[src/rtl/mig_maj_sequencer.sv]
// Sequencer that runs one majority-inverter operation on a single-port SRAM:
// it reads three rows, inverts each one if asked, writes the majority and can read it back to verify.
module mig_maj_sequencer #(
    parameter int DW = 32,
    parameter int AW = 5
) (
    input  logic          clk,
    input  logic          rstn,
    input  logic          cmd_valid,
    output logic          cmd_ready,
    input  logic [AW-1:0] cmd_src_a,
    input  logic [AW-1:0] cmd_src_b,
    input  logic [AW-1:0] cmd_src_c,
    input  logic [AW-1:0] cmd_dst,
    input  logic [2:0]    cmd_inv,
    input  logic          cmd_verify,
    output logic [AW-1:0] address_MIG,
    output logic          CS,
    output logic          WE,
    output logic          OE,
    output logic [DW-1:0] mem_wdata,
    output logic          mem_wdata_oe,
    input  logic [DW-1:0] mem_rdata,
    output logic          busy,
    output logic          done,
    output logic [DW-1:0] result,
    output logic          verify_err
);

    typedef enum logic [3:0] {
        S_IDLE, S_RA, S_RB, S_RC, S_CAP, S_WR, S_VR, S_VC, S_DONE
    } state_t;

    state_t        state_q, state_d;
    logic [AW-1:0] src_a_q, src_a_d, src_b_q, src_b_d, src_c_q, src_c_d, dst_q, dst_d;
    logic [2:0]    inv_q, inv_d;
    logic          verify_q, verify_d;
    logic [DW-1:0] op_a_q, op_a_d, op_b_q, op_b_d, result_q, result_d;
    logic          verify_err_q, verify_err_d;
    logic [DW-1:0] maj_a, maj_b, maj_c;

    // Operand C is never stored: it is used straight off the bus in CAP.
    assign maj_a = op_a_q    ^ {DW{inv_q[0]}};
    assign maj_b = op_b_q    ^ {DW{inv_q[1]}};
    assign maj_c = mem_rdata ^ {DW{inv_q[2]}};

    always_comb begin
        state_d      = state_q;
        src_a_d      = src_a_q;
        src_b_d      = src_b_q;
        src_c_d      = src_c_q;
        dst_d        = dst_q;
        inv_d        = inv_q;
        verify_d     = verify_q;
        op_a_d       = op_a_q;
        op_b_d       = op_b_q;
        result_d     = result_q;
        verify_err_d = verify_err_q;
        case (state_q)
            S_IDLE: if (cmd_valid) begin
                src_a_d      = cmd_src_a;
                src_b_d      = cmd_src_b;
                src_c_d      = cmd_src_c;
                dst_d        = cmd_dst;
                inv_d        = cmd_inv;
                verify_d     = cmd_verify;
                verify_err_d = 1'b0;
                state_d      = S_RA;
            end
            S_RA:   state_d = S_RB;
            S_RB: begin
                op_a_d  = mem_rdata;
                state_d = S_RC;
            end
            S_RC: begin
                op_b_d  = mem_rdata;
                state_d = S_CAP;
            end
            S_CAP: begin
                result_d = (maj_a & maj_b) | (maj_a & maj_c) | (maj_b & maj_c);
                state_d  = S_WR;
            end
            S_WR:   state_d = verify_q ? S_VR : S_DONE;
            S_VR:   state_d = S_VC;
            S_VC: begin
                verify_err_d = (mem_rdata != result_q);
                state_d      = S_DONE;
            end
            S_DONE: state_d = S_IDLE;
            default: state_d = S_IDLE;
        endcase
    end

    always_ff @(posedge clk or negedge rstn) begin
        if (!rstn) begin
            state_q      <= S_IDLE;
            src_a_q      <= '0;
            src_b_q      <= '0;
            src_c_q      <= '0;
            dst_q        <= '0;
            inv_q        <= '0;
            verify_q     <= 1'b0;
            op_a_q       <= '0;
            op_b_q       <= '0;
            result_q     <= '0;
            verify_err_q <= 1'b0;
        end else begin
            state_q      <= state_d;
            src_a_q      <= src_a_d;
            src_b_q      <= src_b_d;
            src_c_q      <= src_c_d;
            dst_q        <= dst_d;
            inv_q        <= inv_d;
            verify_q     <= verify_d;
            op_a_q       <= op_a_d;
            op_b_q       <= op_b_d;
            result_q     <= result_d;
            verify_err_q <= verify_err_d;
        end
    end

    // SRAM controls are decoded from registered state only, so they fall to 0 as soon as reset is asserted.
    always_comb begin
        address_MIG  = '0;
        CS           = 1'b0;
        WE           = 1'b0;
        OE           = 1'b0;
        mem_wdata    = '0;
        mem_wdata_oe = 1'b0;
        case (state_q)
            S_RA: begin CS = 1'b1; OE = 1'b1; address_MIG = src_a_q; end
            S_RB: begin CS = 1'b1; OE = 1'b1; address_MIG = src_b_q; end
            S_RC: begin CS = 1'b1; OE = 1'b1; address_MIG = src_c_q; end
            S_WR: begin
                CS           = 1'b1;
                WE           = 1'b1;
                address_MIG  = dst_q;
                mem_wdata    = result_q;
                mem_wdata_oe = 1'b1;
            end
            S_VR: begin CS = 1'b1; OE = 1'b1; address_MIG = dst_q; end
            default: ;
        endcase
    end

    assign busy       = (state_q != S_IDLE);
    assign cmd_ready  = ~busy;
    assign done       = (state_q == S_DONE);
    assign result     = result_q;
    assign verify_err = verify_err_q;

endmodule

[config.mk]
export PLATFORM = sky130hd
export DESIGN_NAME = mig_maj_sequencer
export DESIGN_NICKNAME = d
export VERILOG_FILES = /design/src/rtl/mig_maj_sequencer.sv
export SDC_FILE = /design/constraint.sdc
export NUM_CORES = 1
export LEC_CHECK = 0
export ABC_AREA = 1
export CAP_MARGIN = 20
export CORE_MARGIN = 1
export CORE_UTILIZATION = 47
export CTS_CLUSTER_DIAMETER = 100
export DETAILED_ROUTE_END_ITERATION = 8
export GPL_TIMING_DRIVEN = 0
export PLACE_DENSITY = 0.75
export SYNTH_ARGS = -nofsm -noshare
export SYNTH_HDL_FRONTEND = slang
export SYNTH_SLANG_ARGS = --single-unit
[constraint.sdc]
create_clock -name clk -period 1.5 [get_ports clk]
set_clock_uncertainty 0.05 [all_clocks]
set_input_delay 0.15 -clock clk [delete_from_list [all_inputs] [get_ports clk]]
set_output_delay 0.15 -clock clk [all_outputs]
set_load 0.02 [all_outputs]
Yosys cells after proc, flatten, opt, wreduce, memory -nomap -nowiden
Cells that the tools add are included.

Bits in registers: 125. Bits of input ports: 59. Output and inout bits: 77.

Equality and inequality tests: 10. Muxes and demuxes: 10. Bitwise operators: 9. Reduce and logical (&&, ||, !) cells: 8.

Operator list (number): 32-bit bitwise AND (3); 32-bit bitwise XOR (3); 32-bit bitwise OR (2); 32-bit two-way mux (1); 32-bit != test (1); 4-bit one-hot mux with 8 select lines (1); 5-bit one-hot mux with 4 select lines (1); 4-bit by 3-bit equality test with 1-bit output, second input constant (4); 4-bit by 2-bit equality test with 1-bit output, second input constant (2); 4-bit two-way mux (2); 5-bit OR reduction (1); 4-bit by 1-bit equality test with 1-bit output, second input constant (1); 4-bit equality test, second input constant (1); 4-bit zero test (1); 1-bit two-way mux (4); 2-bit AND reduction (2); 4-bit nonzero test (1); 4-bit OR reduction (1); 2-bit != test, second input constant (1); 1-bit one-hot mux with 2 select lines (1); 2-bit nonzero test (1); 2-bit OR reduction (1); 1-bit NOT (1).

Logic depth before layout (Yosys ltp)
Gate-level depths: netlist of run 1.

Depth after elaboration: 4. Mapped depth: 9. Gate-level depth less buffers: 9.

Worst setup path before layout of run 1
No wires, ideal clock.

Kind: reg2out. Start point: register state_q[3]. End point: output mem_wdata[10]. Data arrival time: 1.644 ns. Required time: 1.300 ns. Path slack: -0.344 ns. Stages on the path, launching flop included: 7. Buffers on the path: 1. Path through: dfrtp_1 -> inv_1 -> nand2_1 -> nor3_2 -> inv_1 -> buf_2 -> nor2_1.

Cells in the longest elaborated chain, start to end: 2.

Ends and longest elaborated chain: start, declared (line 34) `state_t state_q, state_d;`; start signal, assigned (line 108) `state_q <= state_d;`; 4-bit by 3-bit equality test with 1-bit output (line 130) `case (state_q)`; 32-bit two-way mux (line 130); end, declared (line 21) `output logic [DW-1:0] mem_wdata,`.

Every way passes these cells.

Final worst setup path of run 1
Start point: register state_q[1]. End point: output address_MIG[1].

Cells in the longest elaborated chain, start to end: 3. Elaborated cells between the ends (all ways): 7.

Ends and longest elaborated chain: 4-bit by 3-bit equality test with 1-bit output (line 130); 2-bit OR reduction (no line); 5-bit one-hot mux with 4 select lines * (line 130); end, declared (line 17) `output logic [AW-1:0] address_MIG,`.

Every way passes the cells marked *; elsewhere a longest branch is shown, timed or not.

==> results of run 1 <==
[timing repair]
action                                  4_1_cts  5_1_grt
endpoints found under the setup margin      192      166
gates cloned                                  8        2
gates resized for setup                     415       57
hold endpoints to repair                     34        0
hold buffers                                  1        0
pin swaps                                    10       12
buffers inserted                             23        6
[power breakdown]
| part | internal (mW) | switching [mW] | total, mW |
|---|---|---|---|
| Sequential | 5.10 | 1.37 | 6.47 |
| Clock | 2.90 | 1.50 | 4.39 |
| Combinational | 6.08 | 7.92 | 14.0 |
| Total | 14.1 | 10.8 | 24.9 |
[worst max-delay path: stages, from the launching register on]
cell        delay (ns)
dfrtp_2           0.45
inv_1             0.08
nor2_2            0.04
nand2_1           0.11
buf_6             0.12
clkinvlp_4        0.10
buf_4             0.15
nand2_1           0.07
nand4_1           0.16
buf_6             0.18
[cells by family after synthesis]
family,share of synthesized area
AO/OA/AOI/OAI,0.133
flip-flops,0.463
XOR/XNOR,0.130
buffers and inverters,0.0754
multiplexers,0.0505
AND/OR/NAND/NOR,0.148
[how the worst max path moves through the flow]
stage | cells past startpoint | slack, ns | end
floorplan | 6 | -0.08 | mem_wdata[10]
global placement | 1 | -4.77 | op_b_q[22]$_DFFE_PN0N_
detailed placement | 6 | -0.82 | address_MIG[2]
CTS | 6 | -0.44 | address_MIG[0]
global route | 6 | -0.66 | address_MIG[2]
finish | 9 | -0.60 | address_MIG[1]
[state kept, by name, summed over array words and instances, names as in the netlist]
register and flops:
inv_q 3, src_c_q 5, op_b_q 32, op_a_q 32, src_a_q 5, verify_err 1, src_b_q 5, verify_q 1
state_q 4, dst_q 5, result 32
[final cells by class]
class,instances,share of cell area
Timing Repair Buffer,176,0.190
Sequential cell,125,0.304
Buffer,37,0.0407
Inverter,80,0.0315
Multi-Input combinational cell,539,0.352
Clock inverter,7,0.0131
Tap cell,180,0.0219
Clock buffer,24,0.0468
[through the flow]
stage / util / setup WS (ns) / instances / hold slack (ns)
CTS: 0.720 / -0.442 / 1160 / 0.164
floorplan: - / -0.0766 / 782 / -0.196
finish: 0.739 / -0.596 / 1168 / 0.151
global placement: 0.617 / -4.77 / 1097 / 0.435
global route: 0.739 / -0.656 / 1168 / 0.177
detailed placement: 0.619 / -0.820 / 1098 / 0.0166
[placed cells by master (no fill, tap or decap), drive strengths merged]
cell type / n
a21oi: 36
a22oi: 28
buf: 112
bufinv: 4
clkbuf: 32
clkdlybuf4s15: 2
clkdlybuf4s50: 57
clkinv: 3
clkinvlp: 1
dfrtp: 125
dlygate4sd2: 33
dlygate4sd3: 1
inv: 79
mux2: 24
nand2: 173
nand3: 4
nand4: 9
nor2: 60
nor3: 4
o211ai: 1
o21ai: 99
o22ai: 1
xnor2: 10
xor2: 90
[routing by layer]
layer  GRT usage  part of all wire  routed length [um]  vias up
met1       0.386              0.39                8800     3084
met4       0.127             0.033                 744        0
li1            -                 -                   -     2913
met5           0                 0                   0        -
met3      0.0510             0.075                1690       63
met2       0.512              0.50               11300      342
==> flow_summary_export.csv, run 1 <==
group,metric,value,unit
global_routing,grt_start_max_net_pins,92,
sta,slew_viol_final,0,
clock_network,clockRootBuffer,"clkbuf_16",
clock_network,cts_tree,"done",
die,core,0.0139,mm^2
sta,hold_viol,0,
synthesis,ys_top_cells_by_area,"dfrtp_1 (46%), xor2_1 (12%), nand2_1 (9.6%)",
drt,dr_total_vias,6402,
die,io_pins,136,
finish,nFillCells,951,
finish,antenna_cells,0,
synthesis,syn_avg_cell_area,8.64,um^2
clock_network,cts_max_level,4,
drt,ant_nets,0,
drt,routed_wl,22.5,mm
synthesis,async_flop_share,1.00,
synthesis,synth_nets,841,
synthesis,ys_ff_latch,125,
sta,period_share,1.40,
sta,worst_slack,-0.596,ns
synthesis,yosys.area.top_type,"dfrtp_1",
finish,stdcell_area,0.0103,mm^2
finish,nNetsFinal,1035,
worst_hold_path,hold_class,"in -> async",
power,vdd_drop_max,1450,uV
critical_path,cp_max_fo,4,
clock_network,clkTransAtPathRegs,0.06,ns
placement,place_area,0.00863,mm^2
critical_path,required,1.30,ns
finish,multi_input_area,0.00363,mm^2
status,outcome,"complete, but fails checks",
clock_network,cts_made_buffers,17,
die,initial_utilization,0.485,
synthesis,ys.flop_type,"dfrtp_1",
die,die_area,0.0149,mm^2
sta,fmax,477,MHz
status,violations,"setup timing",
synthesis,yosys_warnings,0,
sta,final-setup-viol-count,164,
finish,drive_gt1_frac,0.295,
sta,tns,-46.13,ns
die,die_h,122,um
synthesis,synth_cell_types,27,
critical_path,rrSetupSlack,-0.40,ns
drt,drc,0,
global_routing,antenna_found_initial,0,
synthesis,post-synth-top-count-cell,"nand2_1",
power,p_leak,4.97,nW
drt,drtIter0Drc,512,
critical_path,setup.worst_path.start,"state_q[1]$_DFFE_PN0P_",
sta,relSlewSlack,0.690,
critical_path,crit_path_start_kind,"register",
clock_network,numClockSinks,125,
power,fin_total_pwr,24.9,mW
sta,rsz0062_at_grt,"yes",
critical_path,arrival,1.90,ns
synthesis,yosysTopAreaCellShare,0.463,
synthesis,ys_seq_area_frac,0.463,
die,rows,43,
synthesis,netlist_area,0.00676,mm^2
die,die_w,122,um
placement,dp_hpwl,12.9,mm
drt,drtPass1Iterations,5,
drt,post_drt_via_cell_ratio,5.48,
placement,gp_congestion,0.814,
power,powerDensity,2410,mW/mm^2
global_routing,grt_usage,0.304,
drt,wl_per_cell,19.3,um
critical_path,worstSetupEndpointType,"output pin",
sta,tightest_slew,0.465,ns
critical_path,r2r-start,"state_q[3]$_DFFE_PN0P_",
synthesis,syn_inst,782,
clock_network,cts_buffer_depth,2,
critical_path,worstReg2RegEnd,"op_b_q[25]$_DFFE_PN0N_",
global_routing,grt_pass1_wl,33.6,mm
global_routing,grt_pass1_vias,6403,
global_routing,gr-total-overflow,0,
critical_path,r2r_cells,11,
clock_network,clk_latency,0.42,ns
placement,portBuffers,135,
job,drv_cap,0,
critical_path,crit_type,"reg -> out",
synthesis,synth-edff-count,0,
synthesis,yosys-top-cells-count,"nand2_1 (172), dfrtp_1 (125), xor2_1 (90), inv_1 (76), o21ai_0 (67)",
finish,regArea,0.00313,mm^2
sta,period_needed,2.10,ns
finish,syn_to_final_growth,52.4,%
Power figures use the tool's default switching activity.
==> inputs of run 2 (changes only) <==
RECOVER_POWER = 25   (was not set)
==> run 2 against run 1 <==
Compared with the run above: the run still ends with setup timing left; maximum frequency is essentially flat; cell area is essentially flat; global-route usage is the same; sequential share of layout area is essentially flat; critical path type unchanged; largest power group unchanged.
==> flow_summary_export.csv, run 2 (same netlist as run 1, synthesis figures left out) <==
group,metric,value,unit
clock_network,cts_buffer_depth,2,
critical_path,crit_path_cell_trace,"inv_1 -> nor2_2 -> nand2_1 -> buf_6 -> clkinvlp_4 -> buf_4 -> nand2_1 -> nand4_1 -> buf_6",
power,intPower,14.1,mW
job,drv_cap,0,
global_routing,grt_use_met2,0.512,
clock_network,clkTransAtPathRegs,0.06,ns
clock_network,cts_max_level,4,
sta,slew_viol_final,0,
critical_path,arrival,1.90,ns
die,die_area,0.0149,mm^2
placement,portBuffers,135,
status,outcome,"complete, but fails checks",
global_routing,grt.met3_usage,0.0510,
critical_path,r2r_cells,11,
global_routing,grt_pass1_vias,6403,
drt,ant_nets,0,
critical_path,path_buf_inv,5,
power,pwr-share-seq,0.260,
power,clkPwrFrac,0.177,
drt,wl_per_cell,19.2,um
finish,nFillCells,951,
die,io_pins,136,
power,p_leak,4.96,nW
sta,rsz0062_at_grt,"yes",
sta,hold_viol,0,
global_routing,antenna_found_initial,0,
sta,final-setup-viol-count,164,
die,rows,43,
drt,post_drt_via_cell_ratio,5.48,
sta,worst_slack,-0.595,ns
sta,relSlewSlack,0.337,
finish,most-common-layout-cells,"nand2_1 (142), dfrtp_1 (122), xor2_1 (89)",
finish,fin_util,0.739,
clock_network,clk_latency,0.42,ns
global_routing,busiest_layer,"met2",
critical_path,critPathSlowestCell,"dfrtp_2",
critical_path,crit_path_start_kind,"register",
drt,routed_wl,22.5,mm
finish,antenna_cells,0,
sta,tightest_slew,0.995,ns
critical_path,crit_family,"buffers and inverters",
sta,period_share,1.40,
global_routing,grt_pass1_wl,33.6,mm
worst_hold_path,min_path_cells,2,
sta,fmax,477,MHz
die,initial_utilization,0.485,
power,vdd_drop_max,1450,uV
placement,gp_congestion,0.814,
critical_path,cp_max_fo,4,
critical_path,required,1.30,ns
drt,dr_total_vias,6403,
critical_path,max_stage_delay,0.45,ns
global_routing,grt_usage,0.304,
clock_network,clockRootBuffer,"clkbuf_16",
die,die_h,122,um
global_routing,grt_start_max_net_pins,92,
finish,nNetsFinal,1035,
power,switching_power,10.8,mW
die,core,0.0139,mm^2
global_routing,grt_use_met1,0.386,
critical_path,rrSetupSlack,-0.40,ns
finish,layout_commonest_cell,"nand2_1",
sta,period_needed,2.10,ns
status,violations,"setup timing",
critical_path,crit_type,"reg -> out",
power,swShare,0.434,
drt,drtPass1Iterations,5,
critical_path,worstSetupEndpointType,"output pin",
worst_hold_path,hold_class,"in -> reg",
clock_network,cts_made_buffers,17,
finish,syn_to_final_growth,52.3,%
drt,drc,0,
power,p_comb_frac,0.563,
die,die_w,122,um
power,powerDensity,2410,mW/mm^2
clock_network,numClockSinks,125,
critical_path,cp_num_cells,9,
clock_network,cts_tree,"done",
placement,dp_hpwl,12.9,mm
finish,drive_gt1_frac,0.295,
global_routing,gr-total-overflow,0,
power,fin_total_pwr,24.9,mW
drt,drtIter0Drc,512,
run 2: cell type report:
class / count / area (um^2) / area share
multi-input combinational: 539 / 3630 / 0.352
clock inverter: 7 / 135 / 0.0131
tap: 180 / 225 / 0.0219
buffer: 37 / 419 / 0.0407
sequential: 125 / 3130 / 0.304
timing repair buffer: 176 / 1950 / 0.189
inverter: 80 / 324 / 0.0315
clock buffer: 24 / 482 / 0.0468
run 2: metal layers:
metal | vias to the layer above | share of wire
met4 | 0 | 0.034
met5 | - | 0
met3 | 68 | 0.073
met1 | 3077 | 0.39
li1 | 2912 | -
met2 | 346 | 0.50
run 2: worst reg2reg max path, delay by kind of cell (launching register included):
family | cells | cell delay, ns
buffers and inverters | 7 | 0.81
and+or+nand+nor | 3 | 0.43
DFF | 1 | 0.42
AOI/OAI and AO/OA | 1 | 0.07
run 2: power groups by stage:
stage,clock [mW],combinational [mW],sequential (mW)
floorplan,0,7.27,6.60
global placement,0,11.1,6.28
detailed placement,0,11.3,6.32
CTS,4.38,12.9,6.35
global route,4.58,15.0,6.65
finish,4.39,14.0,6.47
run 2: final timing paths:
path,from,end
worst min-delay path,cmd_dst[1],dst_q[1]$_DFFE_PN0P_
worst max register to register,state_q[3]$_DFFE_PN0P_,op_b_q[25]$_DFFE_PN0N_
min in group asynchronous,rstn,result[5]$_DFFE_PN0P_
worst max-delay path,state_q[1]$_DFFE_PN0P_,address_MIG[1]
worst min register to register,op_b_q[31]$_DFFE_PN0N_,op_b_q[31]$_DFFE_PN0N_
max in group asynchronous,rstn,state_q[0]$_DFFE_PN0P_
run 2: what timing repair did:
| action | 4_1_cts | 5_1_grt |
|---|---|---|
| gates resized for setup | 415 | 57 |
| hold endpoints to repair | 34 | 0 |
| pin swaps | 10 | 12 |
| hold buffers | 1 | 0 |
| gates cloned | 8 | 2 |
| setup endpoints to repair | 192 | 166 |
| buffers inserted | 23 | 6 |
run 2: stage by stage:
stage / cells / area, um^2 / setup TNS (ns) / hold WS, ns / worst slack, ns
after global placement: 1097 / 8600 / -632.24 / 0.435 / -4.77
after CTS: 1160 / 10000 / -30.69 / 0.164 / -0.442
final: 1168 / 10300 / -46.10 / 0.291 / -0.595
after floorplan: 782 / 7020 / -3.67 / -0.196 / -0.0766
after global routing: 1168 / 10300 / -63.21 / 0.286 / -0.656
after detailed placement: 1098 / 8630 / -41.08 / 0.0166 / -0.820
==> inputs of run 3 (changes only) <==
HOLD_SLACK_MARGIN = 0.05   (was not set)
REMOVE_ABC_BUFFERS = 1   (was not set)
clock period = 1.9 ns   (was 1.5 ns; I/O delays follow)
==> run 3 against run 2 <==
Compared with the run above: the flow still finishes with violations (setup timing); combinational power decreased by 36%; total power decreased by 30%; count of clock-buffer cells in the layout increased by 2; largest power group unchanged; wire length decreased by 20%; sequential power decreased by 18%; global-route usage decreased by 5.1 points.
==> flow_summary_export.csv, run 3 (same netlist as run 1, synthesis figures left out) <==
group,metric,value,unit
global_routing,grt_pass1_vias,5592,
die,core,0.0139,mm^2
clock_network,clkTransAtPathRegs,0.05,ns
drt,routed_wl,17.9,mm
drt,drtPass1Iterations,4,
clock_network,cts_tree,"done",
placement,dp_slack,-0.612,ns
power,p_comb_frac,0.516,
job,drv_cap,0,
sta,slew_viol_final,0,
critical_path,crit_path_start_kind,"register",
global_routing,grt_pass1_wl,28.6,mm
drt,drc,0,
worst_hold_path,whs_endpoint,"src_b_q[1]$_DFFE_PN0P_",
finish,syn_to_final_growth,38.8,%
finish,stdcell_area,0.00938,mm^2
power,powerDensity,1860,mW/mm^2
worst_hold_path,min_path_cells,2,
clock_network,cts_max_level,4,
status,outcome,"complete, but fails checks",
drt,wl_per_cell,15.9,um
placement,dp_hpwl,11.0,mm
die,rows,43,
power,pwr-share-seq,0.304,
power,swShare,0.421,
power,clkPwrFrac,0.179,
global_routing,grt_usage,0.253,
sta,fmax,479,MHz
power,switching_power,7.33,mW
clock_network,cts_buffer_depth,2,
die,die_w,122,um
sta,worst_slack,-0.186,ns
die,die_h,122,um
global_routing,gr-total-overflow,0,
critical_path,required,1.66,ns
placement,portBuffers,135,
worst_hold_path,hp-start,"cmd_src_b[1]",
sta,relSlewSlack,0.121,
power,vdd_drop_max,1230,uV
critical_path,cp_max_fo,6,
sta,tightest_slew,1.32,ns
critical_path,r2r-start,"state_q[3]$_DFFE_PN0P_",
critical_path,r2r_cells,7,
finish,nNetsFinal,988,
critical_path,crit_type,"reg -> out",
drt,post_drt_via_cell_ratio,5.13,
placement,post-place-cells,1065,
finish,most-common-layout-cells,"nand2_1 (170), dfrtp_1 (119), xor2_1 (90), clkdlybuf4s50_1 (90), inv_1 (70)",
drt,ant_nets,0,
die,io_pins,136,
clock_network,cts_made_buffers,17,
sta,hold_viol,0,
status,violations,"setup timing",
sta,period_share,1.10,
drt,dr_total_vias,5756,
worst_hold_path,hold_class,"in -> reg",
sta,final-setup-viol-count,38,
power,intPower,10.1,mW
placement,place_area,0.00828,mm^2
finish,regArea,0.00314,mm^2
sta,rsz0062_at_grt,"yes",
drt,drtIter0Drc,296,
finish,fin_cells,1122,
clock_network,numClockSinks,125,
power,fin_total_pwr,17.4,mW
critical_path,rrSetupSlack,0.09,ns
finish,nFillCells,1074,
global_routing,grt_start_max_net_pins,79,
sta,tns,-4.59,ns
die,initial_utilization,0.485,
placement,gp_congestion,0.795,
power,p_leak,4.57,nW
critical_path,worstSetupEndpointType,"output pin",
global_routing,antenna_found_initial,0,
die,die_area,0.0149,mm^2
finish,drive_gt1_frac,0.191,
critical_path,worstReg2RegEnd,"dst_q[3]$_DFFE_PN0P_",
finish,multi_input_area,0.00336,mm^2
clock_network,clk_latency,0.42,ns
sta,period_needed,2.09,ns
finish,antenna_cells,0,
clock_network,clockRootBuffer,"clkbuf_16",
finish,layout_commonest_cell,"nand2_1",
critical_path,arrival,1.85,ns
[run 3: through the flow]
stage | hold slack (ns) | util
3_3_place_gp | 0.435 | 0.583
6_report | 0.332 | 0.673
5_1_grt | 0.333 | 0.673
3_5_place_dp | 0.119 | 0.594
2_1_floorplan | -0.156 | -
4_1_cts | 0.249 | 0.669
[run 3: layout make-up]
type | instances | share of cell area
Sequential cell | 125 | 0.334
Timing Repair Buffer | 165 | 0.188
Multi-Input combinational cell | 540 | 0.358
Clock inverter | 6 | 0.00614
Inverter | 80 | 0.0336
Clock buffer | 26 | 0.0554
Tap cell | 180 | 0.0240
[run 3: layer usage]
metal	track usage	routed length (um)	vias up
met5	0	0	-
met3	0.0412	755	32
met2	0.413	8690	157
met1	0.338	8050	2764
met4	0.0918	380	0
li1	-	-	2803
[run 3: worst max path at each step]
stage               depth (start not counted)                endpoint                   start
detailed placement                          7            mem_wdata[0]  state_q[3]$_DFFE_PN0P_
floorplan                                   5            mem_wdata[0]  state_q[3]$_DFFE_PN0P_
global route                                7            mem_wdata[9]  state_q[3]$_DFFE_PN0P_
finish                                      7           mem_wdata[17]  state_q[0]$_DFFE_PN0P_
CTS                                         8           mem_wdata[27]  state_q[3]$_DFFE_PN0P_
global placement                            1  op_b_q[29]$_DFFE_PN0N_                    rstn
[run 3: repair_timing]
item                                   4_1_cts  5_1_grt
setup buffers                               17        3
hold buffers                                 1        0
endpoints found under the hold margin       47        0
setup endpoints to repair                   77       73
pin swaps                                    3       13
cloned                                       4        0
gates resized for setup                    290       24
[run 3: critical path, stage by stage (launching register included)]
cell	delay, ns
dfrtp_2	0.41
inv_2	0.09
nor3_4	0.27
inv_4	0.13
buf_12	0.16
buf_16	0.14
nor2_4	0.10
buf_6	0.13
[run 3: power groups by stage]
stage | clock network [mW] | registers (mW) | logic [mW]
2_1_floorplan | 0 | 5.57 | 4.71
3_3_place_gp | 0 | 5.51 | 7.37
3_5_place_dp | 0 | 5.24 | 8.08
4_1_cts | 3.16 | 5.26 | 8.78
5_1_grt | 3.28 | 5.47 | 9.87
6_report | 3.13 | 5.30 | 8.99
